<file path="src/rtl/bcd_counter_ndigit.sv">
// bcd_counter_ndigit: N-digit cascaded BCD up/down counter with synchronous
// parallel load, an internal prescaler that produces a one-cycle count-enable
// tick, and per-digit active-low 7-segment decode. Single clock domain.
//
// Build option: define BCD_COUNTER_SATURATE_EN to make the counter saturate at
// all-9s (up) / all-0s (down) instead of wrapping; wrap then pulses on every
// blocked step.
module bcd_counter_ndigit #(
  parameter int unsigned DIGITS    = 4,
  parameter int unsigned DIV_COUNT = 25000000
) (
  input  logic                  clk,
  input  logic                  rst,
  input  logic                  enable,
  input  logic                  up_down,
  input  logic                  load,
  input  logic [4*DIGITS-1:0]   data_in,
  output logic [4*DIGITS-1:0]   count_bcd,
  output logic [7*DIGITS-1:0]   seg,
  output logic                  tick_led,
  output logic                  wrap
);

  localparam int unsigned    PW       = $clog2(DIV_COUNT);
  localparam logic [PW-1:0]  PRE_LAST = PW'(DIV_COUNT - 1);

`ifdef BCD_COUNTER_SATURATE_EN
  localparam bit SATURATE = 1'b1;
`else
  localparam bit SATURATE = 1'b0;
`endif

  logic [PW-1:0]         presc;
  logic                  tick;
  logic [4*DIGITS-1:0]   cnt_step;
  logic [4*DIGITS-1:0]   cnt_load;
  logic                  terminal;
  logic                  carry;
  logic [3:0]            cur_digit;
  logic [3:0]            ld_digit;

  // Active-low segment pattern {a,b,c,d,e,f,g}; non-BCD codes blank the digit.
  function automatic logic [6:0] seg_decode(input logic [3:0] d);
    case (d)
      4'd0:    seg_decode = 7'b0000001;
      4'd1:    seg_decode = 7'b1001111;
      4'd2:    seg_decode = 7'b0010010;
      4'd3:    seg_decode = 7'b0000110;
      4'd4:    seg_decode = 7'b1001100;
      4'd5:    seg_decode = 7'b0100100;
      4'd6:    seg_decode = 7'b0100000;
      4'd7:    seg_decode = 7'b0001111;
      4'd8:    seg_decode = 7'b0000000;
      4'd9:    seg_decode = 7'b0000100;
      default: seg_decode = 7'b1111111;
    endcase
  endfunction

  // Prescaler terminal value marks the one-cycle tick.
  always_comb begin
    tick = (presc == PRE_LAST);
  end

  // Next count for one step (carry/borrow ripples through all digits) and the
  // clamped load value; a carry out of the top digit flags the terminal count.
  always_comb begin
    cnt_step  = '0;
    cnt_load  = '0;
    carry     = 1'b1;
    cur_digit = '0;
    ld_digit  = '0;
    for (int unsigned i = 0; i < DIGITS; i++) begin
      cur_digit = count_bcd[4*i +: 4];
      ld_digit  = data_in[4*i +: 4];
      cnt_load[4*i +: 4] = (ld_digit > 4'd9) ? 4'd9 : ld_digit;
      if (!carry) begin
        cnt_step[4*i +: 4] = cur_digit;
      end else if (up_down) begin
        if (cur_digit >= 4'd9) begin
          cnt_step[4*i +: 4] = 4'd0;
        end else begin
          cnt_step[4*i +: 4] = cur_digit + 4'd1;
          carry = 1'b0;
        end
      end else begin
        if (cur_digit == 4'd0) begin
          cnt_step[4*i +: 4] = 4'd9;
        end else begin
          cnt_step[4*i +: 4] = cur_digit - 4'd1;
          carry = 1'b0;
        end
      end
    end
    terminal = carry;
  end

  // Registered state: rst > load > (tick & enable) step > hold.
  always_ff @(posedge clk) begin
    if (rst) begin
      count_bcd <= '0;
      presc     <= '0;
      tick_led  <= 1'b0;
      wrap      <= 1'b0;
    end else if (load) begin
      count_bcd <= cnt_load;
      presc     <= '0;
      wrap      <= 1'b0;
    end else begin
      presc <= tick ? '0 : presc + PW'(1);
      if (tick) begin
        tick_led <= ~tick_led;
      end
      wrap <= tick && enable && terminal;
      if (tick && enable && !(SATURATE && terminal)) begin
        count_bcd <= cnt_step;
      end
    end
  end

  // Per-digit segment decode, combinational from the registered count.
  always_comb begin
    seg = '1;
    for (int unsigned i = 0; i < DIGITS; i++) begin
      seg[7*i +: 7] = seg_decode(count_bcd[4*i +: 4]);
    end
  end

endmodule
</file>
<file path="config.mk">
export PLATFORM = sky130hd
export DESIGN_NAME = bcd_counter_ndigit
export DESIGN_NICKNAME = d
export VERILOG_FILES = /design/src/rtl/bcd_counter_ndigit.sv
export SDC_FILE = /design/constraint.sdc
export NUM_CORES = 1
export LEC_CHECK = 0
export ABC_AREA = 0
export CORE_MARGIN = 1
export CORE_UTILIZATION = 35
export CTS_CLUSTER_DIAMETER = 40
export DETAILED_ROUTE_END_ITERATION = 10
export SLEW_MARGIN = 20
export SYNTH_ARGS = -nofsm -noshare
export SYNTH_HDL_FRONTEND = slang
export SYNTH_SLANG_ARGS = --single-unit
</file>
<file path="constraint.sdc">
create_clock -name clk -period 3 [get_ports clk]
set_clock_uncertainty 0.05 [all_clocks]
set_input_delay 0.6 -clock clk [delete_from_list [all_inputs] [get_ports clk]]
set_output_delay 0.6 -clock clk [all_outputs]
set_load 0.005 [all_outputs]
</file>
==> metrics.txt <==
Syn Nets 583; io pins 67; Initial Utilization 0.364; Reg2Reg Depth 10; Num CTS Buffers 9; RSZ-0062 raised after global routing true; Synth Cell Area roughly 4400 sq um; YS warnings 0; crit share post-route 0.991; Pleak 2.68 nW; router iterations before antenna repair 5; Slew HR 0.727; Post-synth ARST share 0; Worst setup EP type register; Hold Crit Class register to register; count of final hold-check violations 0; worst setup slack after layout 26.5 ps; via/cell ratio 5.12; Worst-Skew Late Latency roughly 350 ps; net total in the final layout between 700 and 800; CTS tree yes; combinational share of power 0.254; Total GRT Usage 0.192; post-DP HPWL 9110 um; register area share after synthesis 0.321; commonest non-fill, non-tap cell in the layout buf_4; Setup Crit Path Kind register to register; status finished clean; Layout area overhead 46.5%; Worst setup SP type register; Worst EP arrival 3150 ps; vias in the first global route 4,227; Worst Tran Pin Value 404 ps; pre-CTS setup slack -387 ps; routed wire length 12,200 um; synthesized instance count between 500 and 600; clock-pin slew on the worst setup and hold paths approximately 60 ps; Longest Clk Path Bufs 2; highest-count cells in the layout ignoring fill and taps 110 x buf_4, 69 x dfxtp_1, 64 x clkdlybuf4s50_1; VDD IR max 0.000274 V; gpl congestion 0.854; H-Tree Level Count 3; Final Critical Period slightly below 3000 ps; Crit Path Max Fanout 4; CTS sink cnt 71; DRT antenna net count 0; std cell rows 40; Max Slew Vio Count 0; maxcap violations 0; Unique masters post-synth between 70 and 80; Die Y 114 um; wire length per cell after detailed routing 14.1 um; hold_ws 445 ps; total negative slack 0 ps; die footprint 13,100 sq um; synthesized area per cell 8.40 sq um; FILL cells 1,146; Finish-stage setup viols 0; post-synthesis register bit count 71; Design Power about 0.0028 W; Remaining Overflow, GRT 0; # diodes 0; root buf cell clkbuf_16; initial antenna violation count 0; largest net degree at the start of global routing 28; Synth Flop Type dfxtp_1; hold depth 2; I/O Buffers 66; Die W 114 um; Pint 0.00207 W; first-pass GRT wire length just under 20,000 um; Final Util 0.533; fmax 336 MHz; Reg power frac 0.368; Clk pwr share 0.378; CORE AREA 12,200 sq um; DRT iter0 DRCs 237; power density cells 438 nW/um^2; CP required 3170 ps; EDFF count, synth 0; switching power 0.000775 W; Vias 4,412; Sw Ratio 0.273; drt drc 0; layout cells sized above 1 0.255
synth_stat cells (8+ instances only):
master    number  area, sq um
dfxtp_1       71         1420
inv_1         39          146
clkbuf_1      20         75.1
xor2_1        18          158
nand2_1       20         75.1
a31oi_1       11         68.8
nand3_1       11         55.1
a211oi_1       8         60.1
nor3_1        13         65.1
a21oi_1       38          190
nor2_1        60          225
o21ai_0       27          135
mux2i_1        8         80.1
ha_1          35          438
kinds of logic after synthesis:
| group | synth area share |
|---|---|
| DFF | 0.321 |
| adders and majority gates | 0.0990 |
| xor gates and xnor gates | 0.0495 |
| buffers and inverters | 0.0625 |
| AOI/OAI and AO/OA | 0.220 |
| and+or+nand+nor | 0.219 |
| muxes | 0.0283 |
cell type report:
type,instances,area (sq um),area share
Tap cell,168,210,0.0324
Clock buffer,10,239,0.0369
Multi-Input combinational cell,386,2870,0.443
Timing Repair Buffer,178,1520,0.234
Clock inverter,6,60.1,0.00927
Inverter,42,158,0.0243
Sequential cell,71,1420,0.220
through the flow:
| step | area [sq um] | cells |
|---|---|---|
| after floorplan | 4460 | 527 |
| after global placement | 5970 | 833 |
| after detailed placement | 5970 | 833 |
| after CTS | 6320 | 852 |
| after global routing | 6480 | 861 |
| final | 6480 | 861 |
final timing paths:
kind                                 from        end  slack [ps]
worst max register to register  presc[15]    seg[17]          30
worst max-delay path            presc[15]    seg[17]          30
worst min register to register  presc[14]  presc[14]         450
worst min-delay path            presc[14]  presc[14]         450
worst max-delay path, stage by stage (launching register included):
cell and delay [ps]:
dfxtp_2 320, or4_4 570, nor4b_4 400, nand3_2 150
buf_4 180, buf_4 120, buf_4 130, o31a_1 330
o211ai_4 240, nor3b_4 280, a311oi_1 70
registers in the layout (all words and copies together) (netlist names):
| signal | cells |
|---|---|
| presc | 25 |
| count_bcd | 16 |
| seg | 28 |
| wrap | 1 |
| tick_led | 1 |
layer usage:
layer / up-vias / part of all wire / GRT usage
met3: 15 / 0.045 / 0.0302
met5: - / 0 / 0
met2: 112 / 0.49 / 0.325
met4: 0 / 0.018 / 0.0797
met1: 2076 / 0.45 / 0.242
li1: 2209 / - / -
power groups by stage:
| stage | combinational, W | clock, W | sequential [W] |
|---|---|---|---|
| floorplan | 0.000319 | 0 | 0.00107 |
| global placement | 0.000676 | 0 | 0.00106 |
| detailed placement | 0.000686 | 0 | 0.00107 |
| CTS | 0.000700 | 0.00110 | 0.00105 |
| global route | 0.000789 | 0.00115 | 0.00105 |
| finish | 0.000722 | 0.00107 | 0.00104 |
what timing repair did:
item	in CTS	in global routing
endpoints found under the setup margin	7	18
pin swaps	4	14
hold buffers	0	0
resized for setup	6	26
setup buffers	3	9
Power figures use the tool's default switching activity.
